==> src/rtl/mem_port_arbiter_pkg.sv <==
// Shared types and default parameters for the unified-memory port arbiter.
// Latency: n/a (types only).
// Backpressure: n/a (types only).
package mem_port_arbiter_pkg;

    localparam int MEM_ARB_LATENCY      = 2;
    localparam int MEM_ARB_STARVE_LIMIT = 4;

    typedef enum logic {
        OWN_IF = 1'b0,
        OWN_LS = 1'b1
    } arb_owner_e;

    typedef struct packed {
        logic       valid;
        arb_owner_e owner;
    } arb_tag_t;

endpackage

==> src/rtl/arb_tag_pipe.sv <==
// Tag shift register that follows each RAM read to its owner, with per-owner kill.
// Latency: a tag pushed in cycle t appears on tail in cycle t+DEPTH.
// Backpressure: none; shifts every cycle, kill also masks the tail combinationally.
module arb_tag_pipe
    import mem_port_arbiter_pkg::*;
#(
    parameter int DEPTH = MEM_ARB_LATENCY
) (
    input  logic       clk,
    input  logic       reset_n,
    input  logic       push_vld,
    input  arb_owner_e push_owner,
    input  logic       kill_vld,
    input  arb_owner_e kill_owner,
    output arb_tag_t   tail
);

    arb_tag_t [DEPTH-1:0] stage_q;
    arb_tag_t [DEPTH-1:0] killed;
    arb_tag_t             push_tag;

    // The push in a kill cycle is never masked: it belongs to a new, accepted access.
    always_comb begin
        push_tag.valid = push_vld;
        push_tag.owner = push_owner;
        killed         = stage_q;
        for (int i = 0; i < DEPTH; i++) begin
            if (kill_vld && (stage_q[i].owner == kill_owner)) begin
                killed[i].valid = 1'b0;
            end
        end
    end

    always_ff @(posedge clk or negedge reset_n) begin
        if (!reset_n) begin
            stage_q <= '0;
        end else begin
            stage_q[0] <= push_tag;
            for (int i = 1; i < DEPTH; i++) begin
                stage_q[i] <= killed[i-1];
            end
        end
    end

    assign tail = killed[DEPTH-1];

endmodule

==> src/rtl/mem_port_arbiter.sv <==
// Shares one fixed-latency RAM between fetch (IF) and load/store (LS); optional MEM_ARB_PERF_EN counters.
// Latency: grant is combinational; read data returns MEM_LATENCY cycles after grant.
// Backpressure: LS wins conflicts until IF has lost STARVE_LIMIT times; RAM never stalls.
module mem_port_arbiter
    import mem_port_arbiter_pkg::*;
#(
    parameter int MEM_LATENCY  = MEM_ARB_LATENCY,
    parameter int STARVE_LIMIT = MEM_ARB_STARVE_LIMIT,
    parameter int ADDR_W       = 32
) (
    input  logic              clk,
    input  logic              reset_n,
`ifdef MEM_ARB_PERF_EN
    output logic [31:0]       perf_if_grants,
    output logic [31:0]       perf_ls_grants,
    output logic [31:0]       perf_conflicts,
`endif
    input  logic              if_req,
    input  logic [ADDR_W-1:0] if_addr,
    output logic              if_gnt,
    output logic              if_rvalid,
    output logic [31:0]       if_rdata,
    input  logic              if_flush,
    input  logic              ls_req,
    input  logic              ls_we,
    input  logic [3:0]        ls_be,
    input  logic [ADDR_W-1:0] ls_addr,
    input  logic [31:0]       ls_wdata,
    output logic              ls_gnt,
    output logic              ls_rvalid,
    output logic [31:0]       ls_rdata,
    output logic              mem_req,
    output logic              mem_we,
    output logic [3:0]        mem_be,
    output logic [ADDR_W-1:0] mem_addr,
    output logic [31:0]       mem_wdata,
    input  logic [31:0]       mem_rdata
);

    localparam int            SW         = $clog2(STARVE_LIMIT + 1);
    localparam logic [SW-1:0] STARVE_MAX = SW'(STARVE_LIMIT);

    logic [SW-1:0] starve_cnt;
    logic          if_prio;
    logic          rd_issue;
    arb_owner_e    push_owner;
    arb_tag_t      tag_tail;

    // Grants are gated by reset so nothing is issued while reset_n is low.
    always_comb begin
        if_prio = (starve_cnt == STARVE_MAX);
        if_gnt  = reset_n & if_req & (~ls_req | if_prio);
        ls_gnt  = reset_n & ls_req & ~(if_req & if_prio);
    end

    always_ff @(posedge clk or negedge reset_n) begin
        if (!reset_n) begin
            starve_cnt <= '0;
        end else if (if_gnt) begin
            starve_cnt <= '0;
        end else if (if_req && (starve_cnt != STARVE_MAX)) begin
            starve_cnt <= starve_cnt + 1'b1;
        end
    end

    always_comb begin
        mem_req   = 1'b0;
        mem_we    = 1'b0;
        mem_be    = 4'h0;
        mem_addr  = '0;
        mem_wdata = 32'h0;
        if (if_gnt) begin
            mem_req  = 1'b1;
            mem_be   = 4'hF;
            mem_addr = if_addr;
        end else if (ls_gnt) begin
            mem_req   = 1'b1;
            mem_we    = ls_we;
            mem_be    = ls_be;
            mem_addr  = ls_addr;
            mem_wdata = ls_wdata;
        end
    end

    assign rd_issue   = mem_req & ~mem_we;
    assign push_owner = if_gnt ? OWN_IF : OWN_LS;

    arb_tag_pipe #(
        .DEPTH(MEM_LATENCY)
    ) u_tag_pipe (
        .clk       (clk),
        .reset_n   (reset_n),
        .push_vld  (rd_issue),
        .push_owner(push_owner),
        .kill_vld  (if_flush),
        .kill_owner(OWN_IF),
        .tail      (tag_tail)
    );

    always_comb begin
        if_rvalid = tag_tail.valid & (tag_tail.owner == OWN_IF);
        ls_rvalid = tag_tail.valid & (tag_tail.owner == OWN_LS);
        if_rdata  = if_rvalid ? mem_rdata : 32'h0;
        ls_rdata  = ls_rvalid ? mem_rdata : 32'h0;
    end

`ifdef MEM_ARB_PERF_EN
    always_ff @(posedge clk or negedge reset_n) begin
        if (!reset_n) begin
            perf_if_grants <= 32'h0;
            perf_ls_grants <= 32'h0;
            perf_conflicts <= 32'h0;
        end else begin
            if (if_gnt) begin
                perf_if_grants <= perf_if_grants + 32'd1;
            end
            if (ls_gnt) begin
                perf_ls_grants <= perf_ls_grants + 32'd1;
            end
            if (if_req && ls_req) begin
                perf_conflicts <= perf_conflicts + 32'd1;
            end
        end
    end
`endif

endmodule
==> config.mk <==
export PLATFORM = sky130hd
export DESIGN_NAME = mem_port_arbiter
export DESIGN_NICKNAME = d
export VERILOG_FILES = /design/src/rtl/mem_port_arbiter_pkg.sv /design/src/rtl/arb_tag_pipe.sv /design/src/rtl/mem_port_arbiter.sv
export SDC_FILE = /design/constraint.sdc
export NUM_CORES = 1
export LEC_CHECK = 0
export CORE_AREA = 2 2 106 108
export CTS_BUF_LIST = sky130_fd_sc_hd__clkbuf_2 sky130_fd_sc_hd__clkbuf_4 sky130_fd_sc_hd__clkbuf_8
export CTS_CLUSTER_DIAMETER = 30
export DETAILED_ROUTE_END_ITERATION = 16
export DIE_AREA = 0 0 108 110
export PLACE_DENSITY_LB_ADDON = 0.12
export REMOVE_ABC_BUFFERS = 1
export SLEW_MARGIN = 15
export SYNTH_ARGS = -nofsm -noshare
export SYNTH_HDL_FRONTEND = slang
export SYNTH_SLANG_ARGS = --single-unit
==> constraint.sdc <==
create_clock -name clk -period 1.9 [get_ports clk]
set_input_delay 0.57 -clock clk [delete_from_list [all_inputs] [get_ports clk]]
set_output_delay 0.57 -clock clk [all_outputs]
set_load 0.03 [all_outputs]
==> results of run 1 <==
-- report_power, final --
part	switching [mW]	total, mW	internal, mW	leakage [nW]
clock network	0.0615	0.221	0.159	0.0262
logic	0.861	1.92	1.06	2.55
registers	0.0295	0.217	0.188	0.0825
total	0.952	2.35	1.40	2.66
-- per-layer routing --
layer | up-vias | GRT usage | wire, um
met5 | - | 0 | 13
met3 | 15 | 0.0641 | 1370
met1 | 1266 | 0.154 | 3410
met4 | 2 | 0.0266 | 180
met2 | 179 | 0.405 | 6910
li1 | 1268 | - | -
-- cell type report --
class	count	area [um2]
repair inverters	6	87.6
flip-flops and latches	7	175
well taps	140	175
multi-input cells	153	1370
fillers	977	5180
clock buffers	4	48.8
inverters	4	31.3
repair buffers	317	3630
-- sequential cells by signal, indices dropped and copies added, names as in the netlist --
register / cells
starve_cnt: 3
u_tag_pipe.killed: 1
u_tag_pipe.stage_q: 2
u_tag_pipe.tail: 1
-- cell usage after synthesis (2+ instances only) --
cell type	count
a21boi_0	2
o21a_1	5
buf_6	8
a22o_1	32
clkbuf_2	2
clkbuf_1	7
buf_2	2
inv_1	3
nand2_1	3
ha_1	2
nor2_1	2
dfrtp_1	7
and2_1	65
and3_1	33
-- timing repair --
item	4_1_cts	5_1_grt
gates cloned	14	4
resized for setup	261	35
pin swaps	65	21
setup buffers	14	6
endpoints found under the setup margin	137	108
hold endpoints to repair	0	0
-- worst paths after layout --
check                                          start               endpoint  slack (ns)
worst max-delay path                   starve_cnt[1]           mem_addr[12]       -0.50
worst min-delay path                         reset_n   u_tag_pipe.killed[0]        0.31
worst min register to register  u_tag_pipe.killed[0]     u_tag_pipe.tail[0]        0.39
min in group clk                u_tag_pipe.killed[0]     u_tag_pipe.tail[0]        0.39
max in group asynchronous                    reset_n  u_tag_pipe.stage_q[3]        1.47
worst max register to register         starve_cnt[1]          starve_cnt[2]        0.15
-- through the flow --
step / instance area (um2) / hold slack (ns) / total power [mW] / cells / TNS [ns]
finish: 5520 / 0.312 / 2.35 / 631 / -33.75
global placement: 4130 / 0.377 / 1.64 / 594 / -61.26
CTS: 5410 / 0.402 / 2.27 / 626 / -39.20
global route: 5520 / 0.327 / 2.47 / 631 / -39.90
floorplan: 1260 / 0.274 / 0.839 / 164 / -111.93
detailed placement: 4130 / 0.395 / 1.65 / 594 / -62.53
-- cell families after synthesis --
logic type	share of synthesized area
AO/OA/AOI/OAI	0.260
XOR/XNOR	0.00622
adder cells (fa/ha/maj)	0.0178
buffers and inverters	0.116
flip-flops	0.124
multiplexers	0.00711
AND/OR/NAND/NOR	0.468
==> flow_summary.ini, run 1 <==
[sta]
post-route-min-period_ns = 2.40
tightest_slew_ns = 0.252
setup_viol = 103
maxSlewHeadroom = 0.831
hold_violations = 0
fmax_ghz = 0.416
fin_ws_ns = -0.502
fin_crit_sh = 1.26
final_max_slew_viol_count = 0
fin_skew_ns = 0.00103
rsz0062_at_grt = true

[floorplan]
pin_count = 276
die_h_um = 110
start_util = 0.132
die_w_um = 108
core_um2 = 10700
rows = 38
die_area_um2 = 11900

[layout]
fin_util = 0.516
layout_common_cells = 133 x buf_6, 101 x clkdlybuf4s50_1, 64 x and2_4
layout.nets = 632
layout-drive-gt1-share = 0.572
syn_to_final_growth_pct = 292
diodes = 0
layout_commonest_cell = buf_6

[synthesis]
ys_seq_area_frac = 0.124
synth-edff-count = 0
yosysUniqueCellTypes = 25
netlist_area_um2 = 1410
synthArstFlopShare = 1.00
ys_ff_latch = 7
syn_inst = 184
synth.largest_area_cell = and2_1
synth.avg_cell_area_um2 = 7.66
yosysWarningCount = 0
synth-main-ff-cell = dfrtp_1
synthTopCellsByArea = and2_1 29%, a22o_1 20%, and3_1 15%, dfrtp_1 12%, buf_6 6.4%
synth.top_cell.area_share = 0.289

[drt]
routed_wirelength_mm = 11.9
drtAntennaViolNets = 0
via_per_inst = 4.33
drt_first_pass_iters = 4
routedWlPerCell_um = 18.8
vias = 2730
drc = 0
drt_iter0_markers = 72

[clocking]
cts_tree = yes
hold_buffers = 0
cts_buffer_depth = 2
clk_pin_slew_ns = 0.04
numCtsBuffers = 3
h-tree-depth = 1
root_buffer = clkbuf_8
worst_skew_pair.late_latency_ns = 0.22
clock_sinks = 7

[setup_path]
required_ns = 1.33
cp-start-kind = flip-flop
crit_family = buffers and inverters
cp.depth = 10
slowest_stage = dfrtp_1
crit_chain = inv_2 > ha_4 > buf_6 > nand2_2 > a21o_4 > buf_12 > buf_12 > inv_8 > a22o_1 > buf_6
worstRegToRegCells = 11
cp.arrival_ns = 1.83
path_class = reg2out
cp_max_fo = 6
end_kind = output pin
slowest_delay_ns = 0.39
worst-path-buf-inv = 6

[grt]
antenna_found_initial = 1
grt_pass1_wl_mm = 16.2
grt.overflow.total = 0
grt_pass1_vias = 2795
gr-usage-all-layers = 0.183
grt_max_degree = 34

[pwr]
ir_drop_v = 0.000233
p_leak_nw = 2.66
powerDensity_nw_per_um2 = 427

[status]
violations = setup timing
status = finished with violations

[placement]
dp_worst_setup_slack_ns = -0.704
port_buffers = 275
gp_congestion = 0.735
dpl.hpwl_mm = 7.67

[hold_path]
hold_path_class = in2async

[flow_run]
cap_violations = 0
Power figures use the tool's default switching activity.
==> inputs of run 2 (changes only) <==
--- a/config.mk
+++ b/config.mk
@@ -5,11 +5,11 @@
 export SDC_FILE = /design/constraint.sdc
 export NUM_CORES = 1
 export LEC_CHECK = 0
-export CORE_AREA = 2 2 106 108
+export CORE_AREA = 3 3 107 109
 export CTS_BUF_LIST = sky130_fd_sc_hd__clkbuf_2 sky130_fd_sc_hd__clkbuf_4 sky130_fd_sc_hd__clkbuf_8
 export CTS_CLUSTER_DIAMETER = 30
 export DETAILED_ROUTE_END_ITERATION = 16
-export DIE_AREA = 0 0 108 110
+export DIE_AREA = 0 0 110 112
 export PLACE_DENSITY_LB_ADDON = 0.12
 export REMOVE_ABC_BUFFERS = 1
 export SLEW_MARGIN = 15
==> flow_summary.ini, run 2 (synthesis results as in run 1) <==
[setup_path]
end_kind = output pin
cp_max_fo = 16
slowest_delay_ns = 0.36
crit_family = buffers and inverters
crit_chain = inv_2 > ha_4 > buf_6 > a31oi_4 > buf_4 > buf_12 > and2_1 > buf_12
path_class = reg2out
required_ns = 1.33
cp-start-kind = flip-flop
cp.arrival_ns = 1.74
slowest_stage = dfrtp_1
worst-path-buf-inv = 5
crit_top_cell = buf_12

[sta]
rsz0062_at_grt = true
fin_skew_ns = 0.000415
fmax_ghz = 0.433
post-route-min-period_ns = 2.31
fin_ws_ns = -0.411
hold_violations = 0
setup_tns_ns = -30.47
final_max_slew_viol_count = 0
timing.hold.ws_ns = 0.369
maxSlewHeadroom = 0.798
fin_crit_sh = 1.22
setup_viol = 104
tightest_slew_ns = 0.302

[layout]
layout_commonest_cell = buf_6
top_register = starve_cnt
layout_common_cells = 115 x buf_6, 101 x clkdlybuf4s50_1, 49 x and2_4
layout-drive-gt1-share = 0.543
reg_top3 = starve_cnt: 3 flops, u_tag_pipe.stage_q: 2 flops
fin_cells = 627
syn_to_final_growth_pct = 285
largest_reg_flops = 3
layout.nets = 627

[clocking]
numCtsBuffers = 3
root_buffer = clkbuf_8
h-tree-depth = 1
cts_tree = yes
cts_buffer_depth = 2
clk_pin_slew_ns = 0.04
clock_sinks = 7
worst_skew_pair.late_latency_ns = 0.22
hold_buffers = 0

[pwr]
ir_drop_v = 0.000251
p_leak_nw = 2.59
p_total_mw = 2.29
powerDensity_nw_per_um2 = 422

[drt]
vias = 2713
via_per_inst = 4.33
drt_iter0_markers = 114
routed_wirelength_mm = 12.4
drt_first_pass_iters = 4
drtAntennaViolNets = 0
drc = 0
routedWlPerCell_um = 19.8

[floorplan]
die_h_um = 112
die_area_um2 = 12300
start_util = 0.132
rows = 38
core_um2 = 10700
die_w_um = 110
pin_count = 276

[placement]
dp.cells = 596
gp_congestion = 0.790
port_buffers = 275
dpl.hpwl_mm = 8.81

[grt]
grt.overflow.total = 0
gr-usage-all-layers = 0.184
grt_pass1_wl_mm = 17.0
grtUsageMet2 = 0.383
gr-max-usage-layer = met2
grt_pass1_vias = 2883
met3_usage = 0.0632
grt_util_met1 = 0.150
grt_max_degree = 34
antenna_found_initial = 1

[hold_path]
hold_path_class = reg2reg

[flow_run]
cap_violations = 0

[status]
status = finished with violations
violations = setup timing
run 2: cell count changes in the layout (fill, tap and decap cells not counted), moves of 2 or more:
| cell | previous run | this run |
|---|---|---|
| buf_6 | 133 | 115 |
| buf_4 | 14 | 30 |
| and2_1 | 1 | 16 |
| and2_4 | 64 | 49 |
| buf_12 | 23 | 27 |
| clkbuf_2 | 3 | 0 |
| clkinv_8 | 4 | 1 |
| clkdlybuf4s15_2 | 0 | 2 |
| inv_8 | 2 | 0 |
run 2: worst paths after layout:
check	start	endpoint	slack, ns	cells past startpoint
max reg2reg	starve_cnt[1]	starve_cnt[1]	0.43	7
min	u_tag_pipe.killed[0]	u_tag_pipe.tail[0]	0.37	0
max in group asynchronous	reset_n	u_tag_pipe.stage_q[3]	1.35	2
min in group asynchronous	reset_n	starve_cnt[2]	0.43	2
max	starve_cnt[1]	mem_wdata[3]	-0.41	8
min reg2reg	u_tag_pipe.killed[0]	u_tag_pipe.tail[0]	0.37	0
run 2: through the flow:
stage | cell area (um2) | util | worst slack, ns
final | 5420 | 0.507 | -0.411
after floorplan | 1260 | - | -1.34
after detailed placement | 4270 | 0.399 | -0.697
after global placement | 4270 | 0.399 | -0.680
after CTS | 5320 | 0.497 | -0.528
after global routing | 5420 | 0.507 | -0.515
run 2: power breakdown:
part / switching [mW] / leakage (nW) / internal (mW) / total (mW)
sequential: 0.0262 / 0.0825 / 0.188 / 0.214
clock: 0.0614 / 0.0262 / 0.159 / 0.221
combinational: 0.833 / 2.48 / 1.02 / 1.86
total: 0.921 / 2.59 / 1.37 / 2.29
run 2: cell type report:
type | instances | area [um2]
Multi-Input combinational cell | 153 | 1350
Fill cell | 976 | 5270
Inverter | 4 | 27.5
Clock buffer | 4 | 48.8
Sequential cell | 7 | 175
Tap cell | 140 | 175
Timing Repair Buffer | 318 | 3650
Antenna cell | 1 | 2.50
run 2: worst register-to-register path: cells and delay by family, from the launching register on:
kind                       cells  cell delay [ns]
muxes                          1             0.22
and+or+nand+nor                1             0.05
AOI/OAI and AO/OA              1             0.28
buffers and inverters          3             0.29
DFF                            1             0.36
adders and majority gates      1             0.16
run 2: repair_timing:
item | in CTS | in global routing
pin swaps | 38 | 14
setup buffers | 14 | 4
setup endpoints to repair | 137 | 136
resized for setup | 225 | 33
cloned | 11 | 1
run 2: metal layers:
layer,share of wire,wire length [um]
met4,0.028,344
met3,0.12,1470
met1,0.28,3510
met2,0.57,7080
met5,0,0
